==> config.mk <==
export PLATFORM = sky130hd
export DESIGN_NAME = complement_pipe
export DESIGN_NICKNAME = d
export VERILOG_FILES = /design/src/rtl/complement_pipe_pkg.sv /design/src/rtl/complement_pipe_lane.sv /design/src/rtl/complement_pipe.sv
export SDC_FILE = /design/constraint.sdc
export NUM_CORES = 1
export LEC_CHECK = 0
export CORE_MARGIN = 3
export CORE_UTILIZATION = 45
export CTS_BUF_LIST = sky130_fd_sc_hd__clkbuf_16
export CTS_CLUSTER_DIAMETER = 200
export CTS_CLUSTER_SIZE = 16
export DETAILED_ROUTE_END_ITERATION = 8
export PLACE_DENSITY = 0.8
export RECOVER_POWER = 25
export SLEW_MARGIN = 20
export SYNTH_ARGS = -nofsm -noshare
export SYNTH_HDL_FRONTEND = slang
export SYNTH_HIERARCHICAL = 1
export SYNTH_SLANG_ARGS = --single-unit
export TNS_END_PERCENT = 20
==> constraint.sdc <==
create_clock -name clk -period 3.85 [get_ports clk]
set_input_delay 0.5775 -clock clk [delete_from_list [all_inputs] [get_ports clk]]
set_output_delay 0.5775 -clock clk [all_outputs]
set_load 0.005 [all_outputs]
==> src/rtl/complement_pipe_pkg.sv <==
// Shared definitions for the complement_pipe signed-format converter.
// Mode encodings are shared by the top level, the lane logic and any consumers.
package complement_pipe_pkg;

    localparam int ModeW = 2;

    typedef enum logic [ModeW-1:0] {
        CPL_SM2TC = 2'd0,
        CPL_TC2SM = 2'd1,
        CPL_NEG   = 2'd2,
        CPL_ABS   = 2'd3
    } cpl_mode_e;

endpackage

==> src/rtl/complement_pipe_lane.sv <==
// Per-lane combinational decode: picks the operand, decides whether to complement,
// and produces the low-half sum plus the carry into the upper half.
module complement_lane
    import complement_pipe_pkg::*;
#(
    parameter int Width = 26,
    parameter int LoW   = 13
) (
    input  logic [Width-1:0]     x,
    input  cpl_mode_e            mode,
    input  logic                 en,
    output logic [Width-LoW-1:0] hi_base,
    output logic [LoW-1:0]       lo_sum,
    output logic                 lo_carry,
    output logic                 set_msb,
    output logic                 sat,
    output logic                 ovf
);
    localparam int              LoW1   = LoW + 1;
    localparam logic [Width-1:0] MinVal = {1'b1, {(Width-1){1'b0}}};

    logic             sign;
    logic             is_min;
    logic             cpl;
    logic [Width-1:0] operand;
    logic [Width-1:0] base;

    always_comb begin
        sign    = x[Width-1];
        is_min  = (x == MinVal);
        operand = x;
        cpl     = 1'b0;
        set_msb = 1'b0;
        sat     = 1'b0;
        ovf     = 1'b0;
        if (en) begin
            case (mode)
                CPL_SM2TC: begin
                    operand = {1'b0, x[Width-2:0]};
                    cpl     = sign;
                end
                // Magnitude of a negative word is positive, so the sign bit is forced afterwards.
                CPL_TC2SM: begin
                    cpl     = sign;
                    set_msb = sign;
                    sat     = is_min;
                    ovf     = is_min;
                end
                CPL_NEG: begin
                    cpl = 1'b1;
                    ovf = is_min;
                end
                CPL_ABS: begin
                    cpl = sign;
                    ovf = is_min;
                end
                default: ;
            endcase
        end
        base                = cpl ? ~operand : operand;
        {lo_carry, lo_sum}  = {1'b0, base[LoW-1:0]} + LoW1'(cpl);
        hi_base             = base[Width-1:LoW];
    end

endmodule

==> src/rtl/complement_pipe.sv <==
// Multi-lane pipelined signed-format converter (SM<->2C, negate, abs) with
// valid/ready on both sides and an optional split-carry second stage.
module complement_pipe
    import complement_pipe_pkg::*;
#(
    parameter int Width  = 26,
    parameter int Lanes  = 1,
    parameter int Stages = 1
) (
    input  logic                   clk,
    input  logic                   rst_n,
    input  logic                   in_valid,
    output logic                   in_ready,
    input  logic [Lanes*Width-1:0] in_data,
    input  logic [1:0]             in_mode,
    input  logic [Lanes-1:0]       in_lane_en,
    output logic                   out_valid,
    input  logic                   out_ready,
    output logic [Lanes*Width-1:0] out_data,
    output logic [Lanes-1:0]       out_ovf
);
    localparam int LoW = Width / 2;
    localparam int HiW = Width - LoW;

    if (Stages != 1 && Stages != 2) begin : g_bad_stages
        $error("complement_pipe: Stages must be 1 or 2");
    end
    if (Width < 4 || Width > 64) begin : g_bad_width
        $error("complement_pipe: Width must be 4..64");
    end
    if (Lanes < 1 || Lanes > 8) begin : g_bad_lanes
        $error("complement_pipe: Lanes must be 1..8");
    end

    // Handshake: a beat moves on a rising edge where valid and ready are both 1.
    // Each stage loads only when it is empty or its contents leave on the same edge.

    logic [Lanes-1:0][HiW-1:0] hi_base;
    logic [Lanes-1:0][LoW-1:0] lo_sum;
    logic [Lanes-1:0]          lo_carry;
    logic [Lanes-1:0]          set_msb;
    logic [Lanes-1:0]          sat;
    logic [Lanes-1:0]          ovf;

    for (genvar k = 0; k < Lanes; k++) begin : g_lane
        complement_lane #(
            .Width (Width),
            .LoW   (LoW)
        ) u_lane (
            .x        (in_data[k*Width +: Width]),
            .mode     (cpl_mode_e'(in_mode)),
            .en       (in_lane_en[k]),
            .hi_base  (hi_base[k]),
            .lo_sum   (lo_sum[k]),
            .lo_carry (lo_carry[k]),
            .set_msb  (set_msb[k]),
            .sat      (sat[k]),
            .ovf      (ovf[k])
        );
    end

    function automatic logic [Width-1:0] finish_word(
        input logic [HiW-1:0] hi,
        input logic [LoW-1:0] lo,
        input logic           c,
        input logic           msb,
        input logic           sat_w
    );
        logic [Width-1:0] w;
        w = {hi + HiW'(c), lo};
        if (sat_w) begin
            w = '1;
        end else if (msb) begin
            w[Width-1] = 1'b1;
        end
        return w;
    endfunction

    // in_ready stays low until the first edge after reset release.
    logic alive_q;
    logic alive_d;
    assign alive_d = 1'b1;

    always_ff @(posedge clk or negedge rst_n) begin
        if (!rst_n) alive_q <= 1'b0;
        else        alive_q <= alive_d;
    end

    if (Stages == 1) begin : g_one
        logic                   s1_valid_q, s1_valid_d;
        logic [Lanes*Width-1:0] s1_data_q, s1_data_d;
        logic [Lanes-1:0]       s1_ovf_q, s1_ovf_d;
        logic [Lanes*Width-1:0] word_now;
        logic                   take;

        always_comb begin
            for (int k = 0; k < Lanes; k++) begin
                word_now[k*Width +: Width] =
                    finish_word(hi_base[k], lo_sum[k], lo_carry[k], set_msb[k], sat[k]);
            end
            take       = alive_q & (!s1_valid_q | out_ready);
            s1_valid_d = s1_valid_q;
            s1_data_d  = s1_data_q;
            s1_ovf_d   = s1_ovf_q;
            if (take) begin
                s1_valid_d = in_valid;
                if (in_valid) begin
                    s1_data_d = word_now;
                    s1_ovf_d  = ovf;
                end
            end
        end

        always_ff @(posedge clk or negedge rst_n) begin
            if (!rst_n) begin
                s1_valid_q <= 1'b0;
                s1_data_q  <= '0;
                s1_ovf_q   <= '0;
            end else begin
                s1_valid_q <= s1_valid_d;
                s1_data_q  <= s1_data_d;
                s1_ovf_q   <= s1_ovf_d;
            end
        end

        assign in_ready  = take;
        assign out_valid = s1_valid_q;
        assign out_data  = s1_data_q;
        assign out_ovf   = s1_ovf_q;
    end else begin : g_two
        logic                      s1_valid_q, s1_valid_d;
        logic [Lanes-1:0][HiW-1:0] s1_hi_q, s1_hi_d;
        logic [Lanes-1:0][LoW-1:0] s1_lo_q, s1_lo_d;
        logic [Lanes-1:0]          s1_c_q, s1_c_d;
        logic [Lanes-1:0]          s1_msb_q, s1_msb_d;
        logic [Lanes-1:0]          s1_sat_q, s1_sat_d;
        logic [Lanes-1:0]          s1_ovf_q, s1_ovf_d;
        logic                      s2_valid_q, s2_valid_d;
        logic [Lanes*Width-1:0]    s2_data_q, s2_data_d;
        logic [Lanes-1:0]          s2_ovf_q, s2_ovf_d;
        logic                      s1_take;
        logic                      s2_take;

        always_comb begin
            s2_take    = !s2_valid_q | out_ready;
            s1_take    = alive_q & (!s1_valid_q | s2_take);
            s1_valid_d = s1_valid_q;
            s1_hi_d    = s1_hi_q;
            s1_lo_d    = s1_lo_q;
            s1_c_d     = s1_c_q;
            s1_msb_d   = s1_msb_q;
            s1_sat_d   = s1_sat_q;
            s1_ovf_d   = s1_ovf_q;
            s2_valid_d = s2_valid_q;
            s2_data_d  = s2_data_q;
            s2_ovf_d   = s2_ovf_q;
            // Upper-half carry add happens here, one register after the low-half add.
            if (s2_take) begin
                s2_valid_d = s1_valid_q;
                if (s1_valid_q) begin
                    for (int k = 0; k < Lanes; k++) begin
                        s2_data_d[k*Width +: Width] =
                            finish_word(s1_hi_q[k], s1_lo_q[k], s1_c_q[k], s1_msb_q[k], s1_sat_q[k]);
                    end
                    s2_ovf_d = s1_ovf_q;
                end
            end
            if (s1_take) begin
                s1_valid_d = in_valid;
                if (in_valid) begin
                    s1_hi_d  = hi_base;
                    s1_lo_d  = lo_sum;
                    s1_c_d   = lo_carry;
                    s1_msb_d = set_msb;
                    s1_sat_d = sat;
                    s1_ovf_d = ovf;
                end
            end
        end

        always_ff @(posedge clk or negedge rst_n) begin
            if (!rst_n) begin
                s1_valid_q <= 1'b0;
                s1_hi_q    <= '0;
                s1_lo_q    <= '0;
                s1_c_q     <= '0;
                s1_msb_q   <= '0;
                s1_sat_q   <= '0;
                s1_ovf_q   <= '0;
                s2_valid_q <= 1'b0;
                s2_data_q  <= '0;
                s2_ovf_q   <= '0;
            end else begin
                s1_valid_q <= s1_valid_d;
                s1_hi_q    <= s1_hi_d;
                s1_lo_q    <= s1_lo_d;
                s1_c_q     <= s1_c_d;
                s1_msb_q   <= s1_msb_d;
                s1_sat_q   <= s1_sat_d;
                s1_ovf_q   <= s1_ovf_d;
                s2_valid_q <= s2_valid_d;
                s2_data_q  <= s2_data_d;
                s2_ovf_q   <= s2_ovf_d;
            end
        end

        assign in_ready  = s1_take;
        assign out_valid = s2_valid_q;
        assign out_data  = s2_data_q;
        assign out_ovf   = s2_ovf_q;
    end

endmodule

==> flow_summary.yaml, run 1 <==
run_status:
  status: "finished, final reports clean"
setup_path:
  r2r_start: "out_valid$_DFFE_PN0N_"
  cp-end-kind: "register"
  cp_max_fo: 18
  cp.required_ns: 4.01
  r2r_slack_ns: 2.17
  critPathKind: "primary input to register"
  cp.arrival_ns: 3.26
  slowest_delay_ns: 0.55
  worstSetupStartpoint: "in_mode[1]"
  r2r-end: "out_data[0]$_DFFE_PN0P_"
  crit_end: "out_data[10]$_DFFE_PN0P_"
  cp_cell_sequence: "clkdlybuf4s50_1 -> nor2b_2 -> o21ai_4 -> inv_2 -> ha_1 -> ha_1 -> inv_1 -> nor3_1 -> nand2_1 -> o2bb2ai_1 -> xnor2_1 -> o21ai_0 -> nand2_1"
  cp-start-kind: "primary input"
  reg2reg_depth: 4
  cpMaxStageDelayCell: "clkdlybuf4s50_1"
sta:
  skew_ns: 0.001372
  fmax_mhz: 323.0
  final_hold_viol_count: 0
  relSlewSlack: 0.01204
  period_share: 0.8043
  drv_slew: 0
  tightest_slew_ns: 1.482
  setup_tns_ns: 0
  setup_viol: 0
  hold_ws_ns: 0.4697
  rsz0062_at_grt: "no"
  finalCriticalPeriod_ns: 3.096
clock_network:
  cts_sinks: 29
  ctsResizeCount: 0
  cts_root_buf: "clkbuf_16"
  cts_inserted_buffers: 5
  hold_buffers: 0
  cts_tree: "done"
  cts_buffer_depth: 2
  clkTransAtPathRegs_ns: 0.05
  cts_setup_buffers: 0
  h-tree-depth: 2
  clk_latency_ns: 0.27
routing:
  num_vias: 1885
  drt-total-wl_microns: 4912
  dr.pass1.iters: 4
  route.detailed.drc: 0
  drt_iter0_drc: 84
  routedWlPerCell_microns: 13.76
  ant_nets: 0
  vias_per_cell: 5.280
placed_design:
  dp_hpwl_microns: 3874
  io_buffer_count: 61
  dp_cells: 349
  gp_congestion: 0.8284
synth:
  ys.flop_type: "dfrtp_1"
  yosysWarnings: 6
  synth_common_cells: "nand2_1 (41), dfrtp_1 (29), xnor2_1 (27)"
  syn_avg_cell_area_sq_um: 8.214
  synth_compound_area_frac: 0.1536
  synth_cells: 248
  synth_top_family_by_area: "simple AND/OR/NAND/NOR gates"
  ys_ff_latch: 29
  synth-edff-count: 0
  synth_cell_types: 42
  synth.area.mux_share: 0.005528
  synth-xor-area-share: 0.1548
  ys_top_cells_by_area: "dfrtp_1 (36%), xnor2_1 (12%), nand2_1 (7.6%), o21ai_0 (4.9%), a21oi_1 (4.2%)"
  syn_area_sq_mm: 0.002037
  synth_nets: 285
  post-synth-top-area-cell: "dfrtp_1"
  synth.most_common_cell: "nand2_1"
  async_flop_share: 1.000
  synthSimpleGateAreaFrac: 0.2500
  synth.top_cell.area_share: 0.3563
  ys_seq_area_frac: 0.3563
  synthAdderAreaFrac: 0.02457
hold_path:
  worstHoldPathType: "register to register"
  hp-start: "out_data[14]$_DFFE_PN0P_"
finish:
  synthToLayoutAreaGrowth_pct: 36.79
  antenna_cells: 0
  drive_gt1_frac: 0.04886
  fin_nets: 343
  stdcell_count: 357
die:
  die_x_microns: 73.28
  rows: 23
  dieArea_sq_mm: 0.005370
  core_area_sq_mm: 0.004173
  die_h_microns: 73.28
  start_util: 0.4882
  ios: 62
global_routing:
  grt_pass1_wl_microns: 8183
  gr-total-overflow: 0
  grt_start_max_net_pins: 30
  grt_pass1_vias: 1813
  antenna_found_initial: 0
  grtUsageTotal: 0.1954
power:
  switchingPower_w: 0.0003033
  swShare: 0.2763
  clockPowerShare: 0.320
  vdd_ir_drop_max_v: 0.0001901
  p_seq_frac: 0.365
  power_density_mw_per_mm2: 394.0
  comb_power_share: 0.315
  intPower_w: 0.0007945
  p_leak_nw: 1.170
flow_run:
  maxCapViolCount: 0
## worst min path at each step
stage | end | cells after the start
global placement | out_data[5]$_DFFE_PN0P_ | 2
finish | out_data[14]$_DFFE_PN0P_ | 2
global route | out_ovf$_DFFE_PN0P_ | 2
floorplan | alive_q$_DFF_PN0_ | 0
CTS | out_data[6]$_DFFE_PN0P_ | 2
detailed placement | out_data[6]$_DFFE_PN0P_ | 2
## through the flow
stage | instance area (sq um) | power [W] | util | setup WS [ns]
after floorplan | 2037 | 0.0005470 | - | 1.115
after global placement | 2654 | 0.0007426 | 0.6360 | 0.6143
after detailed placement | 2654 | 0.0007535 | 0.6360 | 0.5113
after CTS | 2790 | 0.001108 | 0.6687 | 0.7844
after global routing | 2786 | 0.001166 | 0.6678 | 0.4537
final | 2786 | 0.001098 | 0.6678 | 0.7536
## sequential cells by signal (all words and copies together) (netlist names)
register and flops:
out_valid 1, out_data 26, out_ovf 1, alive_q 1
## metal layers
metal,vias up,GRT usage,share of wire
met3,8,0.03694,0.065
li1,965,-,-
met2,75,0.3148,0.45
met1,837,0.2597,0.47
met4,0,0.07377,0.019
met5,-,0,0
## layout make-up
| cell class | instances | area, sq um |
|---|---|---|
| Multi-Input combinational cell | 198 | 1202 |
| Inverter | 8 | 30.03 |
| Sequential cell | 29 | 725.7 |
| Timing Repair Buffer | 64 | 629.4 |
| Clock inverter | 3 | 11.26 |
| Fill cell | 349 | 1386 |
| Clock buffer | 5 | 125.1 |
| Tap cell | 50 | 62.56 |
## cells in the final DEF (no fill, tap or decap), drive strengths merged
master and instances:
clkdlybuf4s50 60, nor4 3, nand2b 1, a21oi 17, a311o 1, o21a 2, a31oi 6, inv 11
and3b 2, dlygate4sd3 1, nor3 8, buf 2, clkbuf 6, xor2 9, o21ai 25, xnor2 27
nand3 12, nand2 42, or3 1, nor2 18, dfrtp 29, nand4 4, and3 2, o21bai 1
o22ai 2, mux2 1, ha 4, nor3b 2, and2b 1, nor2b 1, and4 2, conb 1
o2bb2ai 1, and2 2
## worst max-delay path, delay by kind of cell
| kind | cells | cell delay, ns |
|---|---|---|
| AO/OA/AOI/OAI | 3 | 0.42 |
| XOR/XNOR | 1 | 0.12 |
| adder cells (fa/ha/maj) | 2 | 0.67 |
| buffers and inverters | 3 | 0.84 |
| AND/OR/NAND/NOR | 4 | 0.62 |
## power by group through the flow
stage,clock (W),combinational (W),sequential (W)
detailed placement,0,0.000348,0.000406
finish,0.000351,0.000346,0.000401
CTS,0.000357,0.000350,0.000401
global placement,0,0.000341,0.000402
global route,0.000375,0.000382,0.000409
floorplan,0,0.000140,0.000407
## kinds of logic (layout without fill, tap and decap cells)
| logic type | after synthesis | after routing |
|---|---|---|
| AO/OA/AOI/OAI | 55 | 55 |
| XOR/XNOR | 36 | 36 |
| adder cells (fa/ha/maj) | 4 | 4 |
| buffers and inverters | 21 | 80 |
| flip-flops | 29 | 29 |
| multiplexers | 1 | 1 |
| other | 1 | 1 |
| AND/OR/NAND/NOR | 101 | 101 |
Note: power is estimated with default switching activity, not from simulation.
==> inputs of run 2 (changes only) <==
CORE_UTILIZATION = 43   (was 45)
clock period = 2.7 ns   (was 3.85 ns; I/O delays follow)
==> run 2 against run 1 <==
Critical path depth is 2 lower. Cell count is 9.5% higher. Highest routed layer unchanged. Power is 46% higher. Critical endpoint is now out_data[25]$_DFFE_PN0P_. Utilization is 1.0 points higher. Largest power group unchanged. The flow now finishes with violations (max-capacitance violations, max-slew violations). Global-route usage is 0.27 points lower.
==> flow_summary.yaml, run 2 (same netlist as run 1, synthesis figures left out) <==
run_status:
  status: "complete, but fails checks"
  violations: "max-capacitance violations, max-slew violations"
clock_network:
  h-tree-depth: 2
  cts_setup_buffers: 0
  ctsResizeCount: 0
  cts_buffer_depth: 2
  hold_buffers: 0
  cts_inserted_buffers: 5
  clk_latency_ns: 0.27
  cts_root_buf: "clkbuf_16"
  cts_sinks: 29
  cts_tree: "done"
  clkTransAtPathRegs_ns: 0.05
die:
  core_area_sq_mm: 0.004474
  dieArea_sq_mm: 0.005599
  rows: 24
  start_util: 0.4553
  die_h_microns: 74.83
  ios: 62
  die_x_microns: 74.83
power:
  comb_power_share: 0.329
  clockPowerShare: 0.315
  swShare: 0.2745
  switchingPower_w: 0.0004412
  p_leak_nw: 1.315
  intPower_w: 0.001166
  vdd_ir_drop_max_v: 0.0002818
  power_density_mw_per_mm2: 529.9
  p_seq_frac: 0.355
sta:
  final_hold_viol_count: 0
  relSlewSlack: -0.01265
  finalCriticalPeriod_ns: 2.476
  rsz0062_at_grt: "no"
  setup_tns_ns: 0
  tightest_slew_ns: 1.519
  fmax_mhz: 403.8
  skew_ns: 0.002493
  setup_viol: 0
  period_share: 0.9172
  drv_slew: 30
finish:
  synthToLayoutAreaGrowth_pct: 48.89
  seq_area_sq_um: 725.7
  layout_common_cells: "clkdlybuf4s50_1 (60), nand2_1 (41), buf_4 (34), dfrtp_1 (29), xnor2_1 (27)"
  fillers: 363
  fin_area_sq_mm: 0.003033
  antenna_cells: 0
  fin_nets: 375
  utilization: 0.6779
  multi_input_area_sq_mm: 0.001205
  drive_gt1_frac: 0.1445
  layout_commonest_cell: "clkdlybuf4s50_1"
  largest_reg_flops: 26
routing:
  drt_iter0_drc: 146
  drt-total-wl_microns: 5150
  routedWlPerCell_microns: 13.17
  ant_nets: 0
  dr.pass1.iters: 4
  vias_per_cell: 5.205
  route.detailed.drc: 0
  num_vias: 2035
placed_design:
  dpl-instance-area_sq_mm: 0.002897
  gp_congestion: 0.8602
  io_buffer_count: 61
  dp_hpwl_microns: 4198
setup_path:
  cp-start-kind: "primary input"
  cp.arrival_ns: 2.67
  critPathKind: "primary input to register"
  cp.required_ns: 2.90
  cp-end-kind: "register"
  cp_max_fo: 5
global_routing:
  grt_pass1_vias: 1824
  grt_pass1_wl_microns: 8411
  gr-total-overflow: 0
  grt_start_max_net_pins: 30
  grtUsageTotal: 0.1927
  antenna_found_initial: 0
flow_run:
  maxCapViolCount: 1
hold_path:
  worstHoldPathType: "register to register"
-- run 2: power groups by stage --
| stage | Sequential, W | Clock (W) | Combinational (W) |
|---|---|---|---|
| global route | 0.000584 | 0.000530 | 0.000583 |
| global placement | 0.000574 | 0 | 0.000519 |
| floorplan | 0.000580 | 0 | 0.000200 |
| detailed placement | 0.000580 | 0 | 0.000532 |
| CTS | 0.000573 | 0.000515 | 0.000535 |
| finish | 0.000571 | 0.000506 | 0.000529 |
-- run 2: final timing paths --
| kind | startpoint | end | slack (ns) | cells after the start |
|---|---|---|---|---|
| worst max-delay path | in_data[3] | out_data[25]$_DFFE_PN0P_ | 0.22 | 11 |
| worst min-delay path | out_data[7]$_DFFE_PN0P_ | out_data[7]$_DFFE_PN0P_ | 0.46 | 2 |
| worst max register to register | out_valid$_DFFE_PN0N_ | out_data[25]$_DFFE_PN0P_ | 1.46 | 5 |
| worst min register to register | out_data[7]$_DFFE_PN0P_ | out_data[7]$_DFFE_PN0P_ | 0.46 | 2 |
| max in group asynchronous | rst_n | out_data[13]$_DFFE_PN0P_ | 0.78 | 2 |
| min in group asynchronous | rst_n | out_data[22]$_DFFE_PN0P_ | 1.03 | 2 |
-- run 2: critical path, cell delays in order --
cell	delay (ns)
clkdlybuf4s50_1	0.49
nor3_2	0.22
and3b_1	0.22
nand3_1	0.11
nor3_1	0.15
o21a_1	0.13
ha_1	0.15
ha_2	0.24
nand2_4	0.06
or3_1	0.34
a31oi_1	0.15
-- run 2: cell type report --
type / count / area share
clock buffers: 5 / 0.04125
clock inverters: 3 / 0.004125
inverters: 8 / 0.009901
well taps: 52 / 0.02145
repair buffers: 96 / 0.2867
multi-input cells: 198 / 0.3973
flip-flops and latches: 29 / 0.2393
-- run 2: layer usage --
metal	part of all wire	global-route usage
met5	0	0
met4	0.016	0.06324
met3	0.048	0.02804
met2	0.47	0.3037
met1	0.47	0.2716
-- run 2: stage by stage --
stage / hold WS (ns) / worst slack [ns] / power (W) / std cells
2_1_floorplan: 0.1094 / 0.1370 / 0.0007799 / 248
3_3_place_gp: 0.4522 / -0.03195 / 0.001094 / 383
3_5_place_dp: 0.4546 / -0.1083 / 0.001111 / 383
4_1_cts: 0.4649 / 0.1738 / 0.001624 / 391
5_1_grt: 0.4868 / 0.03538 / 0.001697 / 391
6_report: 0.4622 / 0.2236 / 0.001607 / 391
